==> src/rtl/zbb_pkg.sv <==
// Shared constants and bundle types for the Zbb decode/issue slice.
package zbb_pkg;

    localparam logic [4:0] ALU_NOP   = 5'b00000;
    localparam logic [4:0] ALU_CLZ   = 5'b00001;
    localparam logic [4:0] ALU_CTZ   = 5'b00010;
    localparam logic [4:0] ALU_CPOP  = 5'b00011;
    localparam logic [4:0] ALU_MINU  = 5'b00100;
    localparam logic [4:0] ALU_MAXU  = 5'b00101;
    localparam logic [4:0] ALU_SEXTH = 5'b00110;
    localparam logic [4:0] ALU_SEXTB = 5'b00111;
    localparam logic [4:0] ALU_MAX   = 5'b01000;
    localparam logic [4:0] ALU_MIN   = 5'b01001;
    localparam logic [4:0] ALU_ZEXTH = 5'b01010;
    localparam logic [4:0] ALU_ROL   = 5'b01011;
    localparam logic [4:0] ALU_ROR   = 5'b01100;
    localparam logic [4:0] ALU_ORCB  = 5'b01110;
    localparam logic [4:0] ALU_REV8  = 5'b01111;
    localparam logic [4:0] ALU_ANDN  = 5'b10000;
    localparam logic [4:0] ALU_ORN   = 5'b10001;
    localparam logic [4:0] ALU_XNOR  = 5'b10010;

    localparam logic [1:0] SEL_RF    = 2'b00;
    localparam logic [1:0] SEL_MEMWB = 2'b01;
    localparam logic [1:0] SEL_EXMEM = 2'b10;
    localparam logic [1:0] SEL_ZERO  = 2'b11;

    localparam logic [6:0] OPC_OP    = 7'b0110011;
    localparam logic [6:0] OPC_OPIMM = 7'b0010011;

    localparam logic [2:0] F3_SLL = 3'b001;
    localparam logic [2:0] F3_XOR = 3'b100;
    localparam logic [2:0] F3_SRL = 3'b101;
    localparam logic [2:0] F3_OR  = 3'b110;
    localparam logic [2:0] F3_AND = 3'b111;

    localparam logic [6:0] F7_NEG  = 7'b0100000;
    localparam logic [6:0] F7_MMAX = 7'b0000101;
    localparam logic [6:0] F7_ROT  = 7'b0110000;
    localparam logic [6:0] F7_ZEXT = 7'b0000100;

    localparam logic [11:0] IMM_ORCB = 12'h287;
    localparam logic [11:0] IMM_REV8 = 12'h698;

    typedef struct packed {
        logic        v;
        logic [4:0]  rd;
    } hist_t;

    typedef struct packed {
        logic        valid;
        logic        illegal;
        logic [4:0]  alu_op;
        logic [31:0] imm;
        logic [1:0]  mux1;
        logic [1:0]  mux2;
        logic        mux3;
        logic [4:0]  rs1;
        logic [4:0]  rs2;
        logic [4:0]  rd;
        logic        reg_write;
    } id_ex_t;

    // Youngest producer wins; x0 is hardwired zero and never forwarded.
    function automatic logic [1:0] fwd_sel(
        input logic [4:0] rs,
        input hist_t      h1,
        input hist_t      h2,
        input logic       en
    );
        if (rs == 5'd0)
            return SEL_ZERO;
        if (en && h1.v && h1.rd == rs)
            return SEL_EXMEM;
        if (en && h2.v && h2.rd == rs)
            return SEL_MEMWB;
        return SEL_RF;
    endfunction

endpackage

==> src/rtl/zbb_decoder.sv <==
// Combinational Zbb instruction decoder.
module zbb_decoder
    import zbb_pkg::*;
(
    input  logic [31:0] instr_i,
    output logic [4:0]  alu_op_o,
    output logic [31:0] imm_o,
    output logic        mux3_o,
    output logic        uses_rs2_o,
    output logic        reg_write_o,
    output logic        illegal_o
);

    logic [6:0]  opc;
    logic [2:0]  f3;
    logic [6:0]  f7;
    logic [4:0]  rs2;
    logic [11:0] imm12;
    logic        bin;

    assign opc   = instr_i[6:0];
    assign f3    = instr_i[14:12];
    assign f7    = instr_i[31:25];
    assign rs2   = instr_i[24:20];
    assign imm12 = instr_i[31:20];

    always_comb begin
        alu_op_o = ALU_NOP;
        imm_o    = '0;
        mux3_o   = 1'b0;
        bin      = 1'b0;
        case (opc)
            OPC_OP: begin
                bin = 1'b1;
                case (f7)
                    F7_NEG: begin
                        case (f3)
                            F3_AND:  alu_op_o = ALU_ANDN;
                            F3_OR:   alu_op_o = ALU_ORN;
                            F3_XOR:  alu_op_o = ALU_XNOR;
                            default: alu_op_o = ALU_NOP;
                        endcase
                    end
                    F7_MMAX: begin
                        case (f3)
                            F3_XOR:  alu_op_o = ALU_MIN;
                            F3_SRL:  alu_op_o = ALU_MINU;
                            F3_OR:   alu_op_o = ALU_MAX;
                            F3_AND:  alu_op_o = ALU_MAXU;
                            default: alu_op_o = ALU_NOP;
                        endcase
                    end
                    F7_ROT: begin
                        case (f3)
                            F3_SLL:  alu_op_o = ALU_ROL;
                            F3_SRL:  alu_op_o = ALU_ROR;
                            default: alu_op_o = ALU_NOP;
                        endcase
                    end
                    F7_ZEXT: begin
                        bin = 1'b0;
                        if (f3 == F3_XOR && rs2 == 5'd0)
                            alu_op_o = ALU_ZEXTH;
                    end
                    default: alu_op_o = ALU_NOP;
                endcase
            end
            OPC_OPIMM: begin
                if (f3 == F3_SLL && f7 == F7_ROT) begin
                    case (rs2)
                        5'd0:    alu_op_o = ALU_CLZ;
                        5'd1:    alu_op_o = ALU_CTZ;
                        5'd2:    alu_op_o = ALU_CPOP;
                        5'd4:    alu_op_o = ALU_SEXTB;
                        5'd5:    alu_op_o = ALU_SEXTH;
                        default: alu_op_o = ALU_NOP;
                    endcase
                end else if (f3 == F3_SRL) begin
                    if (f7 == F7_ROT) begin
                        alu_op_o = ALU_ROR;
                        mux3_o   = 1'b1;
                        imm_o    = {27'd0, rs2};
                    end else if (imm12 == IMM_ORCB) begin
                        alu_op_o = ALU_ORCB;
                    end else if (imm12 == IMM_REV8) begin
                        alu_op_o = ALU_REV8;
                    end
                end
            end
            default: alu_op_o = ALU_NOP;
        endcase
    end

    // Every legal encoding maps to a non-zero op code.
    assign illegal_o   = (alu_op_o == ALU_NOP);
    assign reg_write_o = ~illegal_o;
    assign uses_rs2_o  = bin & ~illegal_o;

endmodule

==> src/rtl/zbb_issue_decode.sv <==
// Zbb decode/issue stage: ID/EX control register plus
// two-deep destination history for forwarding selects.
module zbb_issue_decode
    import zbb_pkg::*;
#(
    parameter bit FORWARD_EN           = 1'b1,
    parameter int RESET_PC_UNUSED_BITS = 0
) (
    input  logic        clk,
    input  logic        rst_n_i,
    input  logic [31:0] instr_i,
    input  logic        instr_valid_i,
    output logic        instr_ready_o,
    input  logic        stall_i,
    input  logic        flush_i,
    output logic [4:0]  alu_op_o,
    output logic [31:0] imm_o,
    output logic [1:0]  mux1_o,
    output logic [1:0]  mux2_o,
    output logic        mux3_o,
    output logic [4:0]  rs1_addr_o,
    output logic [4:0]  rs2_addr_o,
    output logic [4:0]  rd_addr_o,
    output logic        reg_write_o,
    output logic        valid_o,
    output logic        illegal_o
);

    if (RESET_PC_UNUSED_BITS != 0) begin : g_bad_param
        $error("RESET_PC_UNUSED_BITS is reserved and must be 0");
    end

    logic [4:0]  dec_alu_op;
    logic [31:0] dec_imm;
    logic        dec_mux3;
    logic        dec_uses_rs2;
    logic        dec_reg_write;
    logic        dec_illegal;

    zbb_decoder u_dec (
        .instr_i     (instr_i),
        .alu_op_o    (dec_alu_op),
        .imm_o       (dec_imm),
        .mux3_o      (dec_mux3),
        .uses_rs2_o  (dec_uses_rs2),
        .reg_write_o (dec_reg_write),
        .illegal_o   (dec_illegal)
    );

    id_ex_t ctrl_d, ctrl_q;
    hist_t  h1_d, h1_q;
    hist_t  h2_d, h2_q;

    always_comb begin
        ctrl_d = ctrl_q;
        h1_d   = h1_q;
        h2_d   = h2_q;
        if (flush_i) begin
            ctrl_d = '0;
            h1_d   = '0;
            h2_d   = '0;
        end else if (!stall_i) begin
            ctrl_d = '0;
            if (instr_valid_i) begin
                ctrl_d.valid   = 1'b1;
                ctrl_d.illegal = dec_illegal;
                ctrl_d.rd      = instr_i[11:7];
                if (!dec_illegal) begin
                    ctrl_d.alu_op    = dec_alu_op;
                    ctrl_d.imm       = dec_imm;
                    ctrl_d.mux3      = dec_mux3;
                    ctrl_d.reg_write = dec_reg_write;
                    ctrl_d.rs1       = instr_i[19:15];
                    ctrl_d.rs2       = dec_uses_rs2 ? instr_i[24:20] : 5'd0;
                    ctrl_d.mux1      = fwd_sel(ctrl_d.rs1, h1_q, h2_q,
                                               FORWARD_EN);
                    ctrl_d.mux2      = dec_uses_rs2 ?
                                       fwd_sel(ctrl_d.rs2, h1_q, h2_q,
                                               FORWARD_EN) : SEL_RF;
                end
            end
            h2_d    = h1_q;
            h1_d.v  = ctrl_d.valid & ctrl_d.reg_write;
            h1_d.rd = ctrl_d.rd;
        end
    end

    always_ff @(posedge clk or negedge rst_n_i) begin
        if (!rst_n_i) begin
            ctrl_q <= '0;
            h1_q   <= '0;
            h2_q   <= '0;
        end else begin
            ctrl_q <= ctrl_d;
            h1_q   <= h1_d;
            h2_q   <= h2_d;
        end
    end

    assign instr_ready_o = ~stall_i;
    assign alu_op_o      = ctrl_q.alu_op;
    assign imm_o         = ctrl_q.imm;
    assign mux1_o        = ctrl_q.mux1;
    assign mux2_o        = ctrl_q.mux2;
    assign mux3_o        = ctrl_q.mux3;
    assign rs1_addr_o    = ctrl_q.rs1;
    assign rs2_addr_o    = ctrl_q.rs2;
    assign rd_addr_o     = ctrl_q.rd;
    assign reg_write_o   = ctrl_q.reg_write;
    assign valid_o       = ctrl_q.valid;
    assign illegal_o     = ctrl_q.illegal;

endmodule

==> config.mk <==
export PLATFORM = sky130hd
export DESIGN_NAME = zbb_issue_decode
export DESIGN_NICKNAME = d
export VERILOG_FILES = /design/src/rtl/zbb_pkg.sv /design/src/rtl/zbb_decoder.sv /design/src/rtl/zbb_issue_decode.sv
export SDC_FILE = /design/constraint.sdc
export NUM_CORES = 1
export LEC_CHECK = 0
export ABC_AREA = 0
export CAP_MARGIN = 40
export CORE_ASPECT_RATIO = 1.4
export CORE_MARGIN = 10
export CORE_UTILIZATION = 42
export DETAILED_ROUTE_END_ITERATION = 6
export PLACE_DENSITY = 0.78
export SYNTH_ARGS = -nofsm -noshare
export SYNTH_HDL_FRONTEND = slang
export SYNTH_SLANG_ARGS = --single-unit
==> constraint.sdc <==
create_clock -name clk -period 1.2 [get_ports clk]
set_input_delay 0.12 -clock clk [delete_from_list [all_inputs] [get_ports clk]]
set_output_delay 0.12 -clock clk [all_outputs]
set_load 0.01 [all_outputs]
* Word level (Yosys, flattened, before mapping) *
Cells that the tools add are included.

word-level totals
  register bits = 72
  bits in latches = 0
  memory bits (writable) = 0
  memory bits (read-only) = 0
  input port bits = 37
  output and inout port bits = 61
  logic and storage cells = 134
  memories kept = 0

cells by class
  add/subtract/negate cells = 0
  multiply operators = 0
  div/mod/pow operators = 0
  order comparisons = 0
  equality and inequality tests = 22
  shifts and indexed selects = 0
  muxes and demuxes = 83
  bitwise logic cells = 4
  reduce and logical (&&, ||, !) cells = 10

operators by type and width
  operator                                                count
  two-way mux 60 bit                                      5
  two-way mux 32 bit                                      3
  two-way mux 52 bit                                      1
  two-way mux 1 bit                                       43
  two-way mux 5 bit                                       6
  two-way mux 2 bit                                       13
  two-way mux 6 bit                                       4
  equality test 7 x 6 -> 1 bit (second input constant)    3
  equality test 5 bit                                     4
  logical NOT 5 bit                                       4
  case mux 5 bit (4 select lines)                         1
  case mux 4 bit (4 select lines)                         1
  case mux 3 bit (5 select lines)                         1
  case mux 5 bit (3 select lines)                         1
  equality test 7 x 3 -> 1 bit (second input constant)    2
  equality test 12 x 10 -> 1 bit (second input constant)  1
  equality test 12 x 11 -> 1 bit (second input constant)  1
  equality test 3 bit (second input constant)             4
  equality test 5 x 3 -> 1 bit (second input constant)    2
  case mux 5 bit (2 select lines)                         1
  two-way mux 4 bit                                       2
  case mux 4 bit (2 select lines)                         1
  equality test 7 x 5 -> 1 bit (second input constant)    1
  logical AND 1 bit                                       6
  other kinds (6)                                         8

* Longest topological paths before layout *
Gate-level depths: netlist of the first run.

  depth in word-level cells = 39
  depth in mapped cells = 12
  depth with buffers taken out = 9

* Cells and area by module *
A second synthesis of the first run with hierarchy kept.

unflattened totals
  cells, all modules = 332
  area, all modules = 3504.6 µm²

by module, submodules not included
  module            instances  cells an instance  area each (µm²)  seq. area each (µm²)
  zbb_issue_decode  1          219                2761.4           1651.6
  zbb_decoder       1          113                743.2            0.0

* Least setup slack after synthesis of the first run *
Ideal clock, no wire load.

  path kind = input to register
  from = in instr_i[23]
  to = reg ctrl_q (netlist bit mux2_o[1])
  library setup time = 0.119 ns
  arrival = 2.133 ns
  required time = 1.081 ns
  slack = -1.052 ns
  stages = 10
  buffers on the path = 1
  path through = buf_6 or2_4 or4_4 a21oi_2 a21o_2 a22oi_2 a311oi_2 nor3_1 o2111a_1 a21bo_1

on the way
  cells in the longest elaborated chain, start to end = 30
  elaborated cells on any way between the ends = 56
  classes of those cells = 8 x eq/ne; 40 x mux; 2 x bitwise; 6 x reduce/logical

ends and longest elaborated chain
  item                             RTL line                text
  start, declared                  zbb_issue_decode.sv:11  input logic [31:0] instr_i,
  equality test 12 x 11 -> 1 bit   zbb_decoder.sv:85       end else if (imm12 == IMM_REV8) begin
  two-way mux 4 bit                zbb_decoder.sv:85
  two-way mux 5 bit                zbb_decoder.sv:83       end else if (imm12 == IMM_ORCB) begin
  two-way mux 5 bit                zbb_decoder.sv:79       if (f7 == F7_ROT) begin
  two-way mux 5 bit                zbb_decoder.sv:78       end else if (f3 == F3_SRL) begin
  two-way mux 5 bit                zbb_decoder.sv:69       if (f3 == F3_SLL && f7 == F7_ROT) begin
  case mux 5 bit (2 select lines)  zbb_decoder.sv:32       case (opc)
  logical NOT 5 bit                zbb_decoder.sv:95       assign illegal_o = (alu_op_o == ALU_NOP);
  [14 not listed]                  n/a
  two-way mux 2 bit                zbb_pkg.sv:73           if (en && h1.v && h1.rd == rs)
  two-way mux 2 bit                zbb_issue_decode.sv:77  ctrl_d.mux2 = dec_uses_rs2 ?
  two-way mux 52 bit *             zbb_issue_decode.sv:68  if (!dec_illegal) begin
  two-way mux 60 bit *             zbb_issue_decode.sv:64  if (instr_valid_i) begin
  two-way mux 60 bit *             zbb_issue_decode.sv:62  end else if (!stall_i) begin
  two-way mux 60 bit *             zbb_issue_decode.sv:58  if (flush_i) begin
  two-way mux 60 bit *             zbb_issue_decode.sv:62
  two-way mux 60 bit *             zbb_issue_decode.sv:58
  end signal, assigned             zbb_issue_decode.sv:94  ctrl_q <= ctrl_d;
  end, declared                    zbb_issue_decode.sv:50  id_ex_t ctrl_d, ctrl_q;

Mark *: on every way between the ends. The rest lies on a longest branch, timed or not. The select of a mux whose other input is x is not followed.
A chain may end at the register's enable or synchronous reset.

* Worst setup path in the final report of the first run *
  from = in instr_i[23]
  to = reg ctrl_q (netlist bit mux2_o[0])

Same word-level chain as after synthesis.

==> results of run 1 <==
where the power goes:
part | leakage (uW) | switching (uW) | total [uW] | internal, uW
clock network | 0.0000612 | 486 | 1160 | 673
logic | 0.00186 | 367 | 723 | 356
registers | 0.000538 | 14.2 | 1340 | 1330
total | 0.00245 | 867 | 3220 | 2360
registers in the layout (all words and copies together) (netlist names):
name,count
h2_q,6
mux1_o,2
mux3_o,1
illegal_o,1
imm_o,5
rs2_addr_o,5
rd_addr_o,4
mux2_o,2
valid_o,1
rs1_addr_o,5
h1_q,2
alu_op_o,5
layout by cell type (no fill, tap or decap), types with 7 or more instances in the layout:
master | netlist | layout
buf_4 | 29 | 101
buf_2 | 1 | 8
conb_1 | 1 | 27
dfrtp_1 | 39 | 37
buf_6 | 3 | 28
xnor2_1 | 7 | 7
nand2_1 | 16 | 14
a22o_1 | 23 | 23
nor2_1 | 20 | 16
xor2_1 | 11 | 11
clkdlybuf4s50_1 | 0 | 13
nand3_1 | 10 | 8
dlygate4sd2_1 | 0 | 32
path summary, 6_finish.rpt:
kind | endpoint | depth (start not counted) | start
max in group asynchronous | rd_addr_o[2] | 3 | rst_n_i
min in group asynchronous | imm_o[3] | 3 | rst_n_i
max reg2reg | mux2_o[0] | 6 | rd_addr_o[0]
max | mux2_o[0] | 15 | instr_i[23]
min reg2reg | mux1_o[1] | 2 | mux1_o[1]
min | imm_o[4] | 3 | instr_i[24]
worst register-to-register path: cells and delay by family, from the launching register on:
family | cells | cell delay [ns]
AO/OA/AOI/OAI | 5 | 0.91
buffers and inverters | 1 | 0.15
flip-flops | 1 | 0.39
cell type report:
type | instances | area, sq um | share of cell area [%]
multi-input cells | 231 | 1960 | 40.1
repair buffers | 200 | 1730 | 35.4
flip-flops and latches | 39 | 978 | 20.0
well taps | 74 | 92.6 | 1.90
clock buffers | 6 | 82.6 | 1.69
clock inverters | 2 | 35.0 | 0.717
inverters | 3 | 11.3 | 0.230
cells by family after synthesis:
logic type	count (synthesis)	synth area share (%)
compound gates	78	23.8
xor+xnor	18	5.56
buf+inv	47	12.4
flops	39	34.4
mux	6	2.12
other cells	1	0.132
simple gates	102	21.6
layer usage:
metal	vias up	routed length [microns]	global-route usage (%)
met5	-	0	0
met4	0	721	11.4
met3	54	634	2.91
met2	150	6090	37.4
met1	1476	3840	19.8
li1	1406	-	-
metrics by stage:
step / total power, uW / setup TNS, ns / cell area (sq um) / util, %
after floorplan: 1680 / -19.26 / 2980 / -
after global placement: 2000 / -38.65 / 4170 / 63.5
after detailed placement: 2010 / -39.79 / 4170 / 63.5
after CTS: 3190 / -21.30 / 4730 / 72.0
after global routing: 3340 / -24.83 / 4890 / 74.4
final: 3220 / -23.99 / 4890 / 74.4
what timing repair did:
item | 4_1_cts | 5_1_grt
pin swaps | 44 | 35
endpoints found under the hold margin | 39 | 0
hold buffers | 1 | 0
gates resized for setup | 174 | 39
endpoints found under the setup margin | 63 | 28
buffers inserted | 28 | 8
==> run_results.csv, run 1 <==
group,metric,value,unit
critical_path,setup.worst_path.end_class,"flop",
placed_design,dp.cells,513,
sta,fin_crit,2.29,ns
synthesis,async_reset_ff_share,100,%
global_route,overflow,0,
placed_design,place_congestion,0.933,
power_and_ir_drop,ir_worst_vdd,0.428,mV
synthesis,yosys_register_bits,39,
floorplan,dieWidth,89.4,microns
synthesis,synth_seq_area_share,34.4,%
clock_network,clk_pin_slew,0.08,ns
global_route,antenna_found_initial,0,
global_route,grt_usage,19.8,%
route,drcViolationCount,0,
sta,finalSetupViolations,26,
power_and_ir_drop,p_leak,0.00245,uW
sta,fin_skew,0.00579,ns
sta,hold_viol,0,
sta,timing.fmax,436,MHz
critical_path,critPathLaunchType,"primary input",
synthesis,syn_area_per_cell,9.74,sq um
route,ant_nets,0,
placed_design,numPortBuffers,70,
critical_path,path_common_cell,"buf_6",
synthesis,synth_flop_cell,"dfrtp_1",
clock_network,clk_path_buf_depth,2,
hold_path,min_path_type,"in -> reg",
final_layout,fin_cells,555,
sta,holdWs,0.228,ns
synthesis,yosysTopAreaCell,"dfrtp_1",
clock_network,cts-root-buf,"clkbuf_8",
critical_path,crit_family,"compound AO/OA/AOI/OAI gates",
final_layout,fillers,452,
synthesis,syn_inst,291,
critical_path,cp_num_buf_inv,6,
final_layout,area_delta_synth_final,72.3,%
clock_network,numCtsBuffers,5,
synthesis,netlist_area,0.00284,sq mm
run,cap_viol_max_count,0,
floorplan,core_region_area,0.00657,sq mm
critical_path,cp_slowest_stage_delay,0.50,ns
critical_path,crit_type,"in -> reg",
final_layout,diodes,0,
floorplan,start_util,43.2,%
floorplan,rows,35,
synthesis,ys_top_cells_by_count,"dfrtp_1 (39), buf_4 (29), a22o_1 (23), nor2_1 (20), nand2_1 (16)",
global_route,grt_max_degree,40,
critical_path,slowest_stage,"a2111oi_4",
clock_network,cts_max_level,2,
synthesis,synth-edff-count,0,
synthesis,synth.most_common_cell,"dfrtp_1",
route,vias,3086,
floorplan,die-area,0.0105,sq mm
route,drt_first_pass_iters,4,
clock_network,insertion_delay,0.29,ns
final_layout,drive_gt1_share,47.2,%
route,wl_per_cell,20.3,microns
floorplan,pin_count,98,
status,violations,"setup timing",
placed_design,dp_hpwl,7820,microns
status,status,"finished with violations",
critical_path,path_cells,"buf_6, buf_4, buf_6, nor2b_4, nand4_4, buf_6, a21oi_4, or2_4, buf_6, a2111oi_4, buf_4, a311oi_2, o21ai_1, o2111a_1, o21ai_1",
route,dr.first_iter.drc_count,191,
power_and_ir_drop,power.density,660,mW/mm^2
synthesis,synth_warnings,0,
sta,grt_setup_unrepaired,"yes",
sta,fin_crit_sh,191,%
final_layout,nets,517,
sta,finalWorstSetupSlack,-1.09,ns
synthesis,synth_top_area_share,34.4,%
critical_path,cp_max_fo,4,
floorplan,die_height,117,microns
global_route,grt_pass1_vias,3294,
placed_design,place_ws,-1.69,ns
sta,slew_violations,0,
synthesis,synth.area.top_cells,"dfrtp_1 (34%), buf_4 (7.7%), a22o_1 (7.1%)",
clock_network,cts_sinks,39,
critical_path,worst_ep_required_time,1.38,ns
clock_network,tritoncts,"yes",
critical_path,ff2ff_setup_slack,-0.37,ns
route,viasPerCell,5.56,
global_route,grt_pass1_wl,16400,microns
route,routed_wl,11300,microns
synthesis,synth_cell_types,72,
critical_path,cp.arrival,2.48,ns
Note: power is estimated with default switching activity, not from simulation.
==> run 2: changes to the inputs <==
Settings changed: CORE_UTILIZATION 42 to 46, GPL_TIMING_DRIVEN from default to 0, PLACE_DENSITY 0.78 to 0.87.
Clock period 1.2 ns to 2.2 ns, I/O delays scaled along.
==> run_results.csv, run 2 (synthesis gave the netlist of run 1 again) <==
group,metric,value,unit
status,status,"finished with violations",
sta,finalSetupViolations,3,
sta,slew_violations,0,
route,wl_per_cell,20.0,microns
clock_network,cts_sinks,39,
sta,timing.fmax,450,MHz
final_layout,nets,449,
critical_path,cp_slowest_stage_delay,0.50,ns
global_route,grt_max_degree,40,
route,drt_first_pass_iters,4,
floorplan,dieWidth,86.4,microns
floorplan,pin_count,98,
critical_path,crit_path_start,"instr_i[1]",
sta,hold_viol,0,
sta,slew_headroom,57.8,%
global_route,overflow,0,
global_route,grt_pass1_wl,14900,microns
critical_path,slowest_stage,"a2111o_1",
power_and_ir_drop,ir_worst_vdd,0.253,mV
hold_path,min_path_type,"in -> reg",
final_layout,area_delta_synth_final,49.0,%
route,routed_wl,9680,microns
critical_path,path_common_cell,"buf_6",
run,cap_viol_max_count,0,
status,violations,"setup timing",
floorplan,core_region_area,0.00590,sq mm
floorplan,die-area,0.00975,sq mm
critical_path,crit_type,"in -> reg",
sta,fin_skew,0.00870,ns
critical_path,cp.arrival,2.40,ns
sta,worst_pin_slew,0.632,ns
clock_network,numCtsBuffers,5,
clock_network,clk_path_buf_depth,2,
critical_path,worst_ep_required_time,2.38,ns
final_layout,final_cell_mix,"buf_4 (45), clkdlybuf4s50_1 (45), dfrtp_1 (39), conb_1 (27), a22o_1 (23)",
route,drcViolationCount,0,
floorplan,start_util,48.0,%
final_layout,largest_reg_flops,6,
critical_path,setup.worst_path.end_class,"flop",
clock_network,cts_max_level,2,
placed_design,dp_hpwl,6890,microns
final_layout,largest-register,"h2_q",
final_layout,drive_gt1_share,34.1,%
sta,grt_setup_unrepaired,"yes",
critical_path,timing.rr.start,"rd_addr_o[3]",
sta,fin_setup_tns,-0.0361,ns
placed_design,numPortBuffers,63,
critical_path,path_cells,"buf_6, and4bb_2, nand4b_1, buf_6, nor4_4, a211o_1, a2111o_1, o311ai_4, xor2_1, o2111a_1, o21ai_1",
power_and_ir_drop,p_leak,0.00193,uW
route,ant_nets,0,
final_layout,diodes,0,
clock_network,cts-root-buf,"clkbuf_8",
sta,fin_crit_sh,101,%
final_layout,fin_util,71.6,%
final_layout,fillers,424,
sta,finalWorstSetupSlack,-0.0207,ns
clock_network,tritoncts,"yes",
floorplan,rows,33,
critical_path,cp_max_fo,4,
critical_path,critPathLaunchType,"primary input",
global_route,grt_usage,18.7,%
power_and_ir_drop,power.density,398,mW/mm^2
global_route,grt_pass1_vias,2892,
route,vias,2743,
route,dr.first_iter.drc_count,184,
sta,fin_crit,2.22,ns
clock_network,clk_pin_slew,0.08,ns
global_route,antenna_found_initial,0,
final_layout,seq_area,976,sq um
route,viasPerCell,5.68,
hold_path,min_from,"instr_i[23]",
placed_design,place_congestion,0.930,
floorplan,die_height,113,microns
clock_network,insertion_delay,0.30,ns
final_layout,multi_input_comb_area,0.00188,sq mm
run 2: metal layers:
layer | vias to the layer above | global-route usage, % | routed length (microns)
met2 | 107 | 33.9 | 5100
li1 | 1273 | - | -
met5 | - | 0 | 0
met4 | 0 | 9.10 | 411
met1 | 1335 | 19.2 | 3580
met3 | 28 | 4.45 | 593
run 2: timing repair:
action,4_1_cts,5_1_grt
hold buffers,0,1
buffers inserted,15,8
gates cloned,1,0
hold endpoints to repair,0,39
pin swaps,24,21
resized for setup,82,35
endpoints found under the setup margin,22,21
run 2: area by class of cell:
class,instances,area share [%]
tap,70,2.07
timing repair buffer,89,19.3
sequential,39,23.1
buffer,43,8.02
clock inverter,3,1.04
inverter,3,0.267
multi-input combinational,231,44.5
clock buffer,5,1.63
run 2: path summary, 6_finish.rpt:
check	end	cells after the start	slack, ns
max in group asynchronous	mux2_o[0]	3	1.57
min in group asynchronous	rs1_addr_o[2]	2	0.23
worst min register to register	mux1_o[1]	2	0.48
worst max register to register	mux2_o[1]	6	0.57
worst min-delay path	imm_o[3]	2	0.19
worst max-delay path	mux2_o[0]	11	-0.02
run 2: worst max-delay path, delay by kind of cell:
family | cells | cell delay (ns)
AO/OA/AOI/OAI | 5 | 1.37
buffers and inverters | 2 | 0.22
AND/OR/NAND/NOR | 3 | 0.40
XOR/XNOR | 1 | 0.18
run 2: report_power, final:
group          total [uW]  switching [uW]  internal, uW
clock                 606             268           338
combinational         339             182           158
sequential            735            11.4           723
run 2: stage by stage:
| step | hold slack [ns] | cell area, sq um | instances | total power, uW | setup slack, ns |
|---|---|---|---|---|---|
| 2_1_floorplan | -0.0756 | 2960 | 317 | 917 | -0.146 |
| 3_3_place_gp | 0.455 | 3680 | 450 | 1040 | -0.931 |
| 3_5_place_dp | 0.378 | 3680 | 450 | 1040 | -0.964 |
| 4_1_cts | 0.0561 | 4080 | 473 | 1650 | -0.0695 |
| 5_1_grt | 0.189 | 4230 | 483 | 1740 | -0.0813 |
| 6_report | 0.193 | 4230 | 483 | 1680 | -0.0207 |
==> run 3: changes to the inputs <==
Settings changed: PLACE_DENSITY 0.87 to 0.92, SETUP_SLACK_MARGIN from default to 0.2.
==> run_results.csv, run 3 (synthesis gave the netlist of run 1 again) <==
group,metric,value,unit
route,dr.first_iter.drc_count,226,
critical_path,worst_ep_required_time,2.38,ns
placed_design,numPortBuffers,63,
sta,grt_setup_unrepaired,"yes",
placed_design,place_congestion,0.989,
sta,worst_pin_slew,0.875,ns
sta,finalSetupViolations,21,
route,drt_first_pass_iters,6,
critical_path,slowest_stage,"a2111oi_4",
global_route,grt_pass1_vias,3252,
clock_network,cts_sinks,39,
final_layout,drive_gt1_share,36.5,%
route,top_layer_used,"met4",
run,cap_viol_max_count,0,
final_layout,fin_cells,495,
route,drcViolationCount,0,
clock_network,insertion_delay,0.30,ns
final_layout,fillers,411,
sta,finalWorstSetupSlack,-0.160,ns
power_and_ir_drop,p_sw_share,29.1,%
power_and_ir_drop,p_int,1090,uW
floorplan,pin_count,98,
final_layout,diodes,0,
final_layout,area_delta_synth_final,51.1,%
floorplan,rows,33,
power_and_ir_drop,power_frac_seq,47.6,%
critical_path,crit_family,"compound AO/OA/AOI/OAI gates",
global_route,antenna_found_initial,0,
floorplan,start_util,48.0,%
route,vias,2976,
global_route,grt_max_degree,40,
sta,hold_viol,0,
clock_network,cts-hold-fix-buffers,0,
critical_path,setup.worst_path.end_class,"flop",
final_layout,nets,461,
global_route,grt_pass1_wl,16300,microns
critical_path,crit_type,"in -> reg",
critical_path,path_cells,"buf_6, and4bb_1, nand4b_1, buf_4, a21oi_4, and2_4, a2111oi_4, a31oi_2, buf_4, and2_4, buf_6, a22oi_2, o21ai_1",
status,status,"finished with violations",
final_layout,final_common_cell,"buf_4",
power_and_ir_drop,netSwitchingPower,450,uW
sta,timing.fmax,424,MHz
clock_network,clk_path_buf_depth,2,
final_layout,multi_input_comb_area,0.00189,sq mm
floorplan,die-area,0.00975,sq mm
final_layout,fin_area,0.00429,sq mm
floorplan,core_region_area,0.00590,sq mm
final_layout,final_cell_mix,"buf_4 (60), clkdlybuf4s50_1 (45), dfrtp_1 (39), conb_1 (27), a22o_1 (23)",
placed_design,placed_cell_area,0.00368,sq mm
power_and_ir_drop,power.share.combinational,21.7,%
route,wl_per_cell,21.4,microns
final_layout,largest_reg_flops,6,
status,violations,"setup timing",
sta,fin_crit_sh,107,%
hold_path,min_path_type,"in -> async",
route,ant_nets,0,
sta,fin_crit,2.36,ns
clock_network,numCtsBuffers,5,
final_layout,largest-register,"h2_q",
clock_network,clk_pin_slew,0.08,ns
critical_path,cp_max_fo,6,
sta,fin_setup_tns,-2.39,ns
floorplan,dieWidth,86.4,microns
clock_network,cts-root-buf,"clkbuf_8",
clock_network,cts_max_level,2,
route,m1WireLength,3450,microns
sta,slew_headroom,41.6,%
floorplan,die_height,113,microns
critical_path,cp.arrival,2.54,ns
route,viasPerCell,6.01,
final_layout,fin_util,72.6,%
placed_design,dp_hpwl,6690,microns
route,wl_met3,1060,microns
critical_path,cp_slowest_stage_delay,0.56,ns
power_and_ir_drop,power.density,360,mW/mm^2
clock_network,tritoncts,"yes",
route,wl_met2,5390,microns
global_route,overflow,0,
critical_path,critPathLaunchType,"primary input",
placed_design,dp.cells,450,
sta,holdWs,0.0327,ns
final_layout,seq_area,976,sq um
power_and_ir_drop,ir_worst_vdd,0.256,mV
sta,fin_skew,0.00789,ns
sta,slew_violations,0,
critical_path,cp_num_buf_inv,4,
global_route,grt_usage,20.5,%
route,routed_wl,10600,microns
power_and_ir_drop,p_clk_share,30.7,%
power_and_ir_drop,p_leak,0.00196,uW
[run 3: what timing repair did]
action                     in CTS  in global routing
cloned                          1                  0
pin swaps                      35                 13
buffers inserted               31                  5
gates resized for setup       107                 10
setup endpoints to repair      25                 23
[run 3: layout make-up]
type | instances | share of cell area [%]
buffer | 44 | 8.23
clock buffer | 5 | 1.61
clock inverter | 3 | 0.350
inverter | 3 | 0.263
multi-input combinational | 231 | 44.2
sequential | 39 | 22.8
tap | 70 | 2.04
timing repair buffer | 100 | 20.6
[run 3: stage by stage]
stage	setup WS (ns)	total power, uW
floorplan	-0.146	917
finish	-0.160	1540
global route	-0.231	1600
CTS	-0.0242	1530
global placement	-0.845	1040
detailed placement	-0.942	1040
[run 3: layer usage]
metal  GRT usage [%]  vias to the layer above
met1            18.8                     1403
li1                -                     1294
met2            37.6                      209
met5               0                        -
met3            6.17                       70
met4            13.4                        0
[run 3: path summary, 6_finish.rpt]
path / depth (start not counted) / slack (ns) / startpoint / to
max in group asynchronous: 1 / 1.62 / rst_n_i / h2_q[4]
worst max-delay path: 13 / -0.16 / instr_i[0] / mux2_o[0]
worst min-delay path: 1 / 0.03 / rst_n_i / rs1_addr_o[1]
min in group clk: 2 / 0.17 / instr_i[23] / imm_o[3]
worst max register to register: 7 / 0.47 / rd_addr_o[2] / mux2_o[1]
worst min register to register: 1 / 0.49 / mux3_o / mux3_o
[run 3: power groups by stage]
stage / Combinational, uW / Sequential (uW) / Clock [uW]
6_report: 335 / 735 / 475
5_1_grt: 361 / 736 / 504
4_1_cts: 315 / 734 / 482
3_5_place_dp: 293 / 749 / 0
3_3_place_gp: 287 / 748 / 0
2_1_floorplan: 169 / 748 / 0
[run 3: worst reg2reg max path: stages (launching register included)]
cell	delay, ns
dfrtp_1	0.49
xnor2_1	0.21
nand3_1	0.09
o21ai_0	0.17
o311ai_4	0.16
o21ai_1	0.12
o2111a_1	0.28
a21bo_1	0.14
